===== config.mk =====
export PLATFORM = sky130hd
export DESIGN_NAME = temp_read_scheduler
export DESIGN_NICKNAME = d
export VERILOG_FILES = /design/src/rtl/temp_sched_pkg.sv /design/src/rtl/period_tick_gen.sv /design/src/rtl/temp_read_scheduler.sv
export SDC_FILE = /design/constraint.sdc
export NUM_CORES = 1
export LEC_CHECK = 0
export CAP_MARGIN = 0
export CORE_MARGIN = 3
export CORE_UTILIZATION = 55
export CTS_CLUSTER_SIZE = 10
export DETAILED_ROUTE_END_ITERATION = 8
export MAX_ROUTING_LAYER = met4
export PLACE_DENSITY = 0.94
export RECOVER_POWER = 100
export SLEW_MARGIN = 10
export SYNTH_ARGS = -nofsm -noshare
export SYNTH_HDL_FRONTEND = slang
export SYNTH_SLANG_ARGS = --single-unit

===== constraint.sdc =====
create_clock -name clk -period 5.94 [get_ports clk]
set_clock_uncertainty 0.05 [all_clocks]
set_input_delay 1.485 -clock clk [delete_from_list [all_inputs] [get_ports clk]]
set_output_delay 1.485 -clock clk [all_outputs]
set_load 0.005 [all_outputs]

===== src/rtl/temp_sched_pkg.sv =====
// Shared types and constants for the temperature read scheduler.
//   state_t       : read sequencer states
//   STAT_*        : bit positions inside the status byte
//   DEF_DEV_ADDR  : default 7-bit sensor address
//   DEF_TEMP_REG  : default sensor register pointer
package temp_sched_pkg;

  typedef enum logic [2:0] {
    IDLE    = 3'd0,
    ISSUE   = 3'd1,
    WAIT    = 3'd2,
    LATCH   = 3'd3,
    FAIL    = 3'd4,
    BACKOFF = 3'd5
  } state_t;

  localparam int STAT_BUSY     = 0;
  localparam int STAT_VALID    = 1;
  localparam int STAT_LAST_ERR = 2;
  localparam int STAT_OVERRUN  = 3;

  localparam logic [6:0] DEF_DEV_ADDR = 7'h4B;
  localparam logic [7:0] DEF_TEMP_REG = 8'h00;

endpackage


===== src/rtl/period_tick_gen.sv =====
// Free-running period timer.
//   clk, rst_n : clock / async active-low reset
//   enable     : 1 = count 0..PERIOD-1 and wrap, 0 = hold counter at 0
//   tick       : high for the one cycle the counter sits at PERIOD-1
module period_tick_gen #(
  parameter int PERIOD = 10_000_000
) (
  input  logic clk,
  input  logic rst_n,
  input  logic enable,
  output logic tick
);

  localparam int CW = (PERIOD < 2) ? 1 : $clog2(PERIOD);

  logic [CW-1:0] cnt;
  logic          term;

  assign term = (cnt == CW'(PERIOD - 1));
  // Gated by enable so dropping enable on the terminal cycle suppresses the tick.
  assign tick = enable & term;

  always_ff @(posedge clk or negedge rst_n) begin
    if (!rst_n)       cnt <= '0;
    else if (!enable) cnt <= '0;
    else if (term)    cnt <= '0;
    else              cnt <= cnt + CW'(1);
  end

endmodule


===== src/rtl/temp_read_scheduler.sv =====
// Sequences periodic / on-demand reads of the 16-bit temperature register via the
// I2C master and holds the last good sample. Adds timeout, NACK retry with backoff,
// error counting and a status byte.
//   enable, oneshot                 : periodic sampling enable / one-cycle read request
//   i2c_busy/done/nack/rdata        : I2C master handshake and read data
//   i2c_start/dev_addr/reg_addr     : transaction launch pulse and constant addressing
//   temp, sample_cnt, err_cnt       : last good sample, good-read count, abandoned-read count
//   status                          : {4'b0, overrun, last_err, temp_valid, busy}
module temp_read_scheduler
  import temp_sched_pkg::*;
#(
  parameter int         SAMPLE_PERIOD  = 10_000_000,
  parameter int         TIMEOUT_CYCLES = 200_000,
  parameter int         MAX_RETRY      = 3,
  parameter int         BACKOFF_CYCLES = 16,
  parameter logic [6:0] DEV_ADDR       = DEF_DEV_ADDR,
  parameter logic [7:0] TEMP_REG       = DEF_TEMP_REG
) (
  input  logic        clk,
  input  logic        rst_n,
  input  logic        enable,
  input  logic        oneshot,
  input  logic        i2c_busy,
  input  logic        i2c_done,
  input  logic        i2c_nack,
  input  logic [15:0] i2c_rdata,
  output logic        i2c_start,
  output logic [6:0]  i2c_dev_addr,
  output logic [7:0]  i2c_reg_addr,
  output logic [15:0] temp,
  output logic [7:0]  sample_cnt,
  output logic [7:0]  err_cnt,
  output logic [7:0]  status
);

  localparam int TMAX = (TIMEOUT_CYCLES > BACKOFF_CYCLES) ? TIMEOUT_CYCLES : BACKOFF_CYCLES;
  localparam int TW   = (TMAX < 2) ? 1 : $clog2(TMAX);
  localparam int RW   = (MAX_RETRY < 1) ? 1 : $clog2(MAX_RETRY + 1);

  state_t        state;
  logic          tick;
  logic          req;
  logic          pending;
  logic [RW-1:0] retries;
  logic [TW-1:0] tmr;       // timeout in WAIT, backoff in BACKOFF; never both
  logic [15:0]   rdata_q;
  logic          temp_valid;
  logic          last_err;
  logic          overrun;

  period_tick_gen #(.PERIOD(SAMPLE_PERIOD)) u_tick (
    .clk    (clk),
    .rst_n  (rst_n),
    .enable (enable),
    .tick   (tick)
  );

  assign req          = tick | oneshot;
  assign i2c_dev_addr = DEV_ADDR;
  assign i2c_reg_addr = TEMP_REG;

  always_comb begin
    status                = '0;
    status[STAT_BUSY]     = (state != IDLE);
    status[STAT_VALID]    = temp_valid;
    status[STAT_LAST_ERR] = last_err;
    status[STAT_OVERRUN]  = overrun;
  end

  always_ff @(posedge clk or negedge rst_n) begin
    if (!rst_n) begin
      state      <= IDLE;
      pending    <= 1'b0;
      retries    <= '0;
      tmr        <= '0;
      rdata_q    <= '0;
      i2c_start  <= 1'b0;
      temp       <= '0;
      sample_cnt <= '0;
      err_cnt    <= '0;
      temp_valid <= 1'b0;
      last_err   <= 1'b0;
      overrun    <= 1'b0;
    end else begin
      i2c_start <= 1'b0;
      // Requests are never queued behind a running read; flag the loss instead.
      if (req && state != IDLE) overrun <= 1'b1;

      case (state)
        IDLE: begin
          // A request landing on the cycle pending is consumed merges into that read.
          if (pending) begin
            pending <= 1'b0;
            retries <= '0;
            state   <= ISSUE;
          end else if (req) begin
            pending <= 1'b1;
          end
        end
        ISSUE: begin
          if (!i2c_busy) begin
            i2c_start <= 1'b1;
            tmr       <= TW'(TIMEOUT_CYCLES - 1);
            state     <= WAIT;
          end
        end
        WAIT: begin
          if (i2c_done && !i2c_nack) begin
            rdata_q <= i2c_rdata;
            state   <= LATCH;
          end else if (i2c_done || tmr == '0) begin
            state <= FAIL;
          end else begin
            tmr <= tmr - TW'(1);
          end
        end
        LATCH: begin
          temp       <= rdata_q;
          sample_cnt <= sample_cnt + 8'd1;
          temp_valid <= 1'b1;
          last_err   <= 1'b0;
          state      <= IDLE;
        end
        FAIL: begin
          if (retries < RW'(MAX_RETRY)) begin
            retries <= retries + RW'(1);
            tmr     <= TW'(BACKOFF_CYCLES - 1);
            state   <= BACKOFF;
          end else begin
            if (err_cnt != 8'hFF) err_cnt <= err_cnt + 8'd1;
            last_err <= 1'b1;
            state    <= IDLE;
          end
        end
        BACKOFF: begin
          if (tmr == '0) state <= ISSUE;
          else           tmr   <= tmr - TW'(1);
        end
        default: state <= IDLE;
      endcase
    end
  end

endmodule


==> impl_metrics.json, run 1 <==
{
  "status": "complete, but fails checks",
  "violations": "capacitance limit, slew limit",
  "drive_gt1_share_pct": 12.08,
  "ys_types": 57,
  "antenna_found_initial": 0,
  "cts_setup_buffers": 0,
  "slew_headroom_pct": -71.96,
  "leakage_nw": 2.478,
  "coreArea_um2": 8423,
  "critPathCapture": "temp[3]",
  "num_rows": 33,
  "fin_crit_ps": 3702,
  "die_h_um": 100.2,
  "finalSetupViolCount": 0,
  "yosysTopAreaCell": "dfrtp_1",
  "start_util_pct": 57.93,
  "final_common_cell": "dfrtp_1",
  "cp_cell_sequence": "clkbuf_1 > buf_4",
  "synth_edf_count": 0,
  "portBuffers": 59,
  "r2r_end": "tmr[4]",
  "die_w_um": 100.2,
  "clk_path_buf_depth": 2,
  "numCtsBuffers": 9,
  "grt_remaining_overflow": 0,
  "seq_area_frac_synth_pct": 51.28,
  "cp-end-kind": "async pin",
  "dieArea_um2": 10040,
  "final_nets": 529,
  "critPathMaxFanout": 52,
  "async_flop_share_pct": 100.0,
  "cts_max_level": 3,
  "power_density_nw_per_um2": 390.2,
  "syn_area_um2": 4880,
  "cts_sinks": 100,
  "tns_ps": 0,
  "rr_startpoint": "tmr[8]",
  "wl_um": 10380,
  "drtIter0Drc": 327,
  "worst_pin_slew_ps": 2579,
  "grt_pass1_wl_um": 17190,
  "ant_nets": 0,
  "path_clk_slew_ps": 100,
  "hold_buffers": 0,
  "synthToLayoutAreaGrowth_pct": 15.36,
  "worst-path-stages": 2,
  "clk_latency_ps": 380,
  "ys_ff_latch": 100,
  "syn_area_per_cell_um2": 10.87,
  "n_antenna_cell": 0,
  "grt_max_degree": 53,
  "grt_pass1_vias": 3632,
  "dr.pass1.iters": 5,
  "crit_buf_inv": 2,
  "ctsResizeCount": 0,
  "root_buffer": "clkbuf_8",
  "synth-main-ff-cell": "dfrtp_1",
  "regArea_um2": 2502,
  "hpwlAfterDp_um": 7392,
  "hp-class": "reg2reg",
  "netlist_top_cells_area": "dfrtp_1, mux2_2, xor2_1, buf_4, nor2_1",
  "startpoint_type": "input pin",
  "fillers": 616,
  "gp_congestion": 0.8557,
  "vias": 3669,
  "worst-r2r-setup-slack_ps": 3170,
  "multi_input_area_um2": 2146,
  "cp_slowest_cell": "clkbuf_1",
  "synthCells": 449,
  "p_total_w": 0.002196,
  "worst-endpoint-arrival_ps": 4110,
  "cts_tree": "built",
  "irDropWorstVdd_v": 0.0002600,
  "rsz0062_at_grt": "false",
  "fin_crit_sh_pct": 62.33,
  "layout_common_cells": "dfrtp_1, nor2_1, dlygate4sd3_1",
  "post_drt_wl_per_cell_um": 17.01,
  "crit_path_start": "rst_n",
  "slew_viol_final": 50,
  "grt_util_all_layers_pct": 21.99,
  "io_pins": 79,
  "fmax_ghz": 0.2701,
  "final_hold_viol_count": 0,
  "critPathTopFamily": "buffers and inverters",
  "max_cap_viol_count": 1,
  "max_stage_delay_ps": 1800,
  "route.detailed.drc": 0,
  "holdCritStartpoint": "sample_cnt[7]",
  "worstPathRequired_ps": 6350,
  "via_per_inst": 6.015,
  "worstSetupPathType": "in2async",
  "synth_warnings": 0,
  "hold_depth": 1,
  "worst_r2r_path_depth": 5,
  "yosys.area.top_type_share_pct": 51.28
}
-- kinds of logic (layout without fill, tap and decap cells) --
family / count (synthesis) / in the layout / share of synthesized area, %
AND/OR/NAND/NOR: 158 / 158 / 17.33
multiplexers: 35 / 35 / 8.077
flip-flops: 100 / 100 / 51.28
AO/OA/AOI/OAI: 61 / 61 / 9.333
XOR/XNOR: 35 / 35 / 6.282
adder cells (fa/ha/maj): 6 / 6 / 1.538
other: 2 / 19 / 0.1539
buffers and inverters: 52 / 91 / 6.000
-- cell usage after synthesis, types with 2 or more instances --
cell type / count
or3_1: 8
a21oi_1: 13
nor3b_1: 3
nand4_1: 15
buf_6: 2
a22oi_1: 2
dfrtp_1: 100
o22ai_1: 2
o31ai_1: 3
xnor2_1: 15
a211o_1: 2
buf_4: 22
o21ai_0: 8
nor3_1: 9
a311oi_1: 5
ha_1: 6
or3b_2: 2
nand3_1: 16
nand2_1: 21
and3_1: 7
nor4_1: 7
xor2_1: 20
a31o_1: 3
inv_1: 14
and2_1: 3
or4_1: 6
nand2b_1: 5
buf_1: 2
conb_1: 2
nor2_1: 41
or2_2: 2
mux2_2: 34
clkbuf_1: 12
a31oi_1: 5
and4_1: 2
nand3b_1: 2
nor2b_1: 3
o221a_1: 3
or4_4: 2
o22a_1: 2
o21bai_1: 2
-- sequential cells by signal, summed over array words and instances (netlist names) --
signal,count
temp,16
err_cnt,8
rdata_q,16
u_tick.cnt,24
state,3
temp_valid,1
last_err,1
retries,2
pending,1
sample_cnt,8
tmr,18
overrun,1
i2c_start,1
-- how the worst min path moves through the flow --
stage                     to  slack, ps
2_1_floorplan     temp_valid        390
3_3_place_gp      temp_valid        400
3_5_place_dp   u_tick.cnt[0]        430
4_1_cts        u_tick.cnt[0]        440
5_1_grt        sample_cnt[7]        460
6_report       sample_cnt[7]        430
-- where the power goes --
part	switching [W]	leakage (nW)	total [W]	internal, W
logic	0.000359	1.09	0.000742	0.000383
registers	0.000167	1.28	0.00103	0.000860
clock network	0.000260	0.103	0.000427	0.000167
-- layout make-up --
cell class	instances	share of cell area, %
flip-flops and latches	100	44.45
multi-input cells	314	38.12
repair buffers	61	10.58
well taps	105	2.334
clock buffers	9	2.200
clock inverters	7	1.378
inverters	14	0.9335
-- per-layer routing --
| layer | GRT usage (%) | wire length [µm] |
|---|---|---|
| met5 | - | 0 |
| met4 | 7.565 | 240 |
| met3 | 5.073 | 654 |
| met2 | 35.88 | 5319 |
| met1 | 27.06 | 4164 |
-- through the flow --
| step | hold slack (ps) | setup slack (ps) | area, µm² | util, % | std cells |
|---|---|---|---|---|---|
| after CTS | 443.0 | 2395 | 5639 | 66.95 | 610 |
| after global placement | 403.4 | 2432 | 5438 | 64.56 | 594 |
| after detailed placement | 427.1 | 2287 | 5438 | 64.56 | 594 |
| after floorplan | 390.9 | 3088 | 4943 | - | 466 |
| after global routing | 457.5 | 1719 | 5629 | 66.83 | 610 |
| final | 432.3 | 2238 | 5629 | 66.83 | 610 |
No activity file was read; power rests on OpenSTA's default activity.
==> run 2, diff against run 1 <==
- CORE_UTILIZATION: 55 -> 48
- PLACE_DENSITY: 0.94 -> 0.88
- clock period: 5.94 -> 3.2 ns (I/O delays scaled with it)
==> impl_metrics.json, run 2 (synthesized netlist as in run 1, its figures left out) <==
{
  "largest-register": "u_tick.cnt",
  "die_w_um": 106.8,
  "via_per_inst": 5.594,
  "io_pins": 79,
  "fmax_ghz": 0.3506,
  "die_h_um": 106.8,
  "status": "complete, but fails checks",
  "final_hold_viol_count": 0,
  "cts_setup_buffers": 0,
  "leakage_nw": 2.487,
  "clk_path_buf_depth": 2,
  "highest_layer": "met4",
  "switching_share_pct": 35.54,
  "dr.pass1.iters": 5,
  "tns_ps": 0,
  "worst-endpoint-arrival_ps": 2000,
  "wl_met2_um": 5221,
  "fin_crit_ps": 2852,
  "worstPathRequired_ps": 2350,
  "start_util_pct": 49.69,
  "cp-end-kind": "output port",
  "top_regs": "u_tick.cnt: 24 flops, tmr: 18 flops",
  "fin_crit_sh_pct": 89.14,
  "p_seq_share_pct": 46.6,
  "n_antenna_cell": 0,
  "hpwlAfterDp_um": 7238,
  "cts_max_level": 3,
  "clkPwrFrac_pct": 19.1,
  "cts_tree": "built",
  "cts_sinks": 100,
  "ctsResizeCount": 0,
  "slew_viol_final": 43,
  "hold_buffers": 0,
  "max_cap_viol_count": 1,
  "rsz0062_at_grt": "false",
  "violations": "capacitance limit, slew limit",
  "grt_remaining_overflow": 0,
  "dieArea_um2": 11410,
  "startpoint_type": "flop",
  "power_density_nw_per_um2": 717.2,
  "met1_length_um": 4238,
  "grt_util_all_layers_pct": 19.02,
  "worstSetupPathType": "reg2out",
  "slew_headroom_pct": -56.38,
  "p_comb_share_pct": 34.3,
  "worst_pin_slew_ps": 2346,
  "ant_nets": 0,
  "antenna_found_initial": 0,
  "grt_pass1_vias": 3703,
  "root_buffer": "clkbuf_8",
  "synthToLayoutAreaGrowth_pct": 16.28,
  "coreArea_um2": 9819,
  "grt_pass1_wl_um": 17260,
  "critPathMaxFanout": 16,
  "numCtsBuffers": 9,
  "p_sw_w": 0.001446,
  "vias": 3580,
  "hp-class": "reg2reg",
  "grt_max_degree": 59,
  "drive_gt1_share_pct": 11.83,
  "portBuffers": 59,
  "irDropWorstVdd_v": 0.0003978,
  "clk_latency_ps": 370,
  "final_nets": 531,
  "largest_reg_flops": 24,
  "num_rows": 36,
  "layout_common_cells": "dfrtp_1, nor2_1, dlygate4sd3_1",
  "internal_power_w": 0.002623,
  "p_total_w": 0.004070,
  "wl_met3_um": 393,
  "drtIter0Drc": 336,
  "final_common_cell": "dfrtp_1",
  "wl_um": 10100,
  "post_drt_wl_per_cell_um": 15.78,
  "route.detailed.drc": 0,
  "gp_congestion": 0.8989,
  "finalSetupViolCount": 0,
  "path_clk_slew_ps": 90
}
[run 2: changes by cell type in the layout (fill, tap and decap cells not counted), sizes merged]
cell	before	now
dlygate4sd3	40	38
clkdlybuf4s50	18	20
buf	1	3
[run 2: final cells by class]
| cell class | count | area [µm²] |
|---|---|---|
| sequential | 100 | 2502 |
| timing repair buffer | 63 | 623.1 |
| multi-input combinational | 314 | 2138 |
| inverter | 14 | 52.55 |
| clock buffer | 9 | 123.9 |
| tap | 133 | 166.4 |
| fill | 811 | 4145 |
| clock inverter | 7 | 67.56 |
[run 2: worst max-delay path, cell delays in order (launching register included)]
cell             delay, ps
dfrtp_1                550
nor3_1                 470
inv_1                  150
clkdlybuf4s50_1        470
[run 2: per-layer routing]
metal	up-vias	GRT usage, %
met5	-	-
met4	0	6.758
met3	22	3.432
met2	104	31.47
met1	1790	23.64
li1	1664	-
[run 2: path summary, 6_finish.rpt]
kind | from | to | slack, ps | cells after the start
setup / recovery | state[2] | status[0] | 350 | 3
hold / removal | sample_cnt[7] | sample_cnt[7] | 420 | 1
setup reg to reg | tmr[8] | tmr[4] | 370 | 5
hold reg to reg | sample_cnt[7] | sample_cnt[7] | 420 | 1
max in group asynchronous | rst_n | i2c_start | 680 | 1
min in group asynchronous | rst_n | u_tick.cnt[10] | 1070 | 1
[run 2: power by group through the flow]
stage | clock [W] | sequential (W) | combinational, W
finish | 0.000779 | 0.00190 | 0.00140
global route | 0.000845 | 0.00194 | 0.00154
CTS | 0.000796 | 0.00190 | 0.00147
detailed placement | 0 | 0.00192 | 0.00146
global placement | 0 | 0.00188 | 0.00138
floorplan | 0 | 0.00182 | 0.000971
[run 2: through the flow]
stage	util (%)	instance area (µm²)	cells	hold WS, ps	setup WS (ps)
finish	57.79	5674	640	416.8	347.5
global placement	56.01	5500	624	404.2	631.9
global route	57.79	5674	640	439.9	215.1
CTS	57.96	5692	640	376.1	351.4
floorplan	-	4943	466	390.9	667.5
detailed placement	56.01	5500	624	410.9	574.5
==> run 3, diff against run 2 <==
- CTS_BUF_LIST: default -> sky130_fd_sc_hd__clkbuf_16
==> impl_metrics.json, run 3 (synthesized netlist as in run 1, its figures left out) <==
{
  "worstPathRequired_ps": 3370,
  "path_clk_slew_ps": 70,
  "holdCritStartpoint": "sample_cnt[7]",
  "cts_max_level": 3,
  "hold_buffers": 0,
  "startpoint_type": "flop",
  "coreArea_um2": 9819,
  "fmax_ghz": 0.3520,
  "max_cap_viol_count": 1,
  "hp-class": "reg2reg",
  "worst_r2r_path_depth": 5,
  "whs_endpoint": "sample_cnt[7]",
  "irDropWorstVdd_v": 0.0004133,
  "worst_pin_slew_ps": 2380,
  "ant_nets": 0,
  "cts_tree": "built",
  "cp_slowest_cell": "or4_1",
  "dieArea_um2": 11410,
  "critPathMaxFanout": 11,
  "r2r_end": "tmr[4]",
  "power_density_nw_per_um2": 754.7,
  "dr.pass1.iters": 5,
  "hold_depth": 1,
  "portBuffers": 59,
  "design_area_um2": 5776,
  "via_per_inst": 5.666,
  "tns_ps": 0,
  "worst-path-stages": 5,
  "grt_max_degree": 59,
  "final_nets": 531,
  "rsz0062_at_grt": "false",
  "slew_headroom_pct": -58.64,
  "cp-end-kind": "flop",
  "drtIter0Drc": 281,
  "finalSetupViolCount": 0,
  "post_drt_wl_per_cell_um": 16.00,
  "io_pins": 79,
  "die_h_um": 106.8,
  "layout_common_cells": "dfrtp_1, nor2_1, dlygate4sd3_1",
  "top_regs": "u_tick.cnt: 24 flops, tmr: 18 flops",
  "largest-register": "u_tick.cnt",
  "drive_gt1_share_pct": 12.03,
  "numCtsBuffers": 9,
  "grt_pass1_vias": 3705,
  "placed_area_um2": 5500,
  "grt_remaining_overflow": 0,
  "worstSetupPathType": "reg2reg",
  "cts_sinks": 100,
  "cts_setup_buffers": 0,
  "wl_um": 10240,
  "clk_latency_ps": 340,
  "slew_viol_final": 43,
  "antenna_found_initial": 0,
  "die_w_um": 106.8,
  "root_buffer": "clkbuf_16",
  "violations": "capacitance limit, slew limit",
  "route.detailed.drc": 0,
  "largest_reg_flops": 24,
  "vias": 3626,
  "num_rows": 36,
  "critPathTopFamily": "simple AND/OR/NAND/NOR gates",
  "leakage_nw": 2.534,
  "grt_pass1_wl_um": 17390,
  "fin_crit_sh_pct": 88.79,
  "final_common_cell": "dfrtp_1",
  "crit_buf_inv": 0,
  "clk_path_buf_depth": 2,
  "grt_util_all_layers_pct": 19.14,
  "ctsResizeCount": 0,
  "rr_startpoint": "tmr[8]",
  "path_common_cell": "or4_1",
  "worst-r2r-setup-slack_ps": 360,
  "worst-endpoint-arrival_ps": 3020,
  "hpwlAfterDp_um": 7238,
  "gp_congestion": 0.8989,
  "max_stage_delay_ps": 700,
  "start_util_pct": 49.69,
  "cp_cell_sequence": "or4_1 > or4_1 > a211oi_4 > nor2_1 > o221a_2",
  "status": "complete, but fails checks",
  "fin_crit_ps": 2841,
  "final_hold_viol_count": 0,
  "n_antenna_cell": 0,
  "synthToLayoutAreaGrowth_pct": 18.36
}
-- run 3: through the flow --
| stage | cells | utilization, % | worst slack [ps] | total power [W] | hold WS [ps] |
|---|---|---|---|---|---|
| floorplan | 466 | - | 667.5 | 0.002792 | 390.9 |
| global placement | 624 | 56.01 | 631.9 | 0.003260 | 404.2 |
| detailed placement | 624 | 56.01 | 574.5 | 0.003375 | 410.9 |
| CTS | 640 | 59.00 | 372.7 | 0.004446 | 413.0 |
| global route | 640 | 58.82 | 203.4 | 0.004616 | 435.4 |
| finish | 640 | 58.82 | 358.7 | 0.004359 | 412.9 |
-- run 3: layout make-up --
class                           instances  area (µm²)
Fill cell                             787        4044
Clock buffer                            9       225.2
Clock inverter                          7       67.56
Tap cell                              133       166.4
Sequential cell                       100        2502
Multi-Input combinational cell        314        2138
Inverter                               14       52.55
Timing Repair Buffer                   63       623.1
-- run 3: worst reg2reg max path, delay by kind of cell (launching register included) --
kind               cells  cell delay (ps)
AOI/OAI and AO/OA      2              700
and+or+nand+nor        3             1540
DFF                    1              440
-- run 3: power by group --
| part | internal (W) | total, W | switching (W) | leakage (nW) |
|---|---|---|---|---|
| clock | 0.000547 | 0.00106 | 0.000509 | 0.145 |
| combinational | 0.000726 | 0.00140 | 0.000676 | 1.11 |
| sequential | 0.00160 | 0.00190 | 0.000302 | 1.28 |
-- run 3: worst max-delay path by stage --
stage / startpoint / to / slack, ps
3_3_place_gp: tmr[9] / tmr[13] / 630
2_1_floorplan: tmr[9] / tmr[13] / 670
3_5_place_dp: tmr[8] / tmr[13] / 570
4_1_cts: state[2] / status[0] / 370
5_1_grt: tmr[8] / tmr[4] / 200
6_report: tmr[8] / tmr[4] / 360
-- run 3: metal layers --
metal	global-route usage, %	wire (µm)
met1	23.80	4246
met2	31.70	5279
met3	3.131	469
met4	7.215	245
met5	-	0
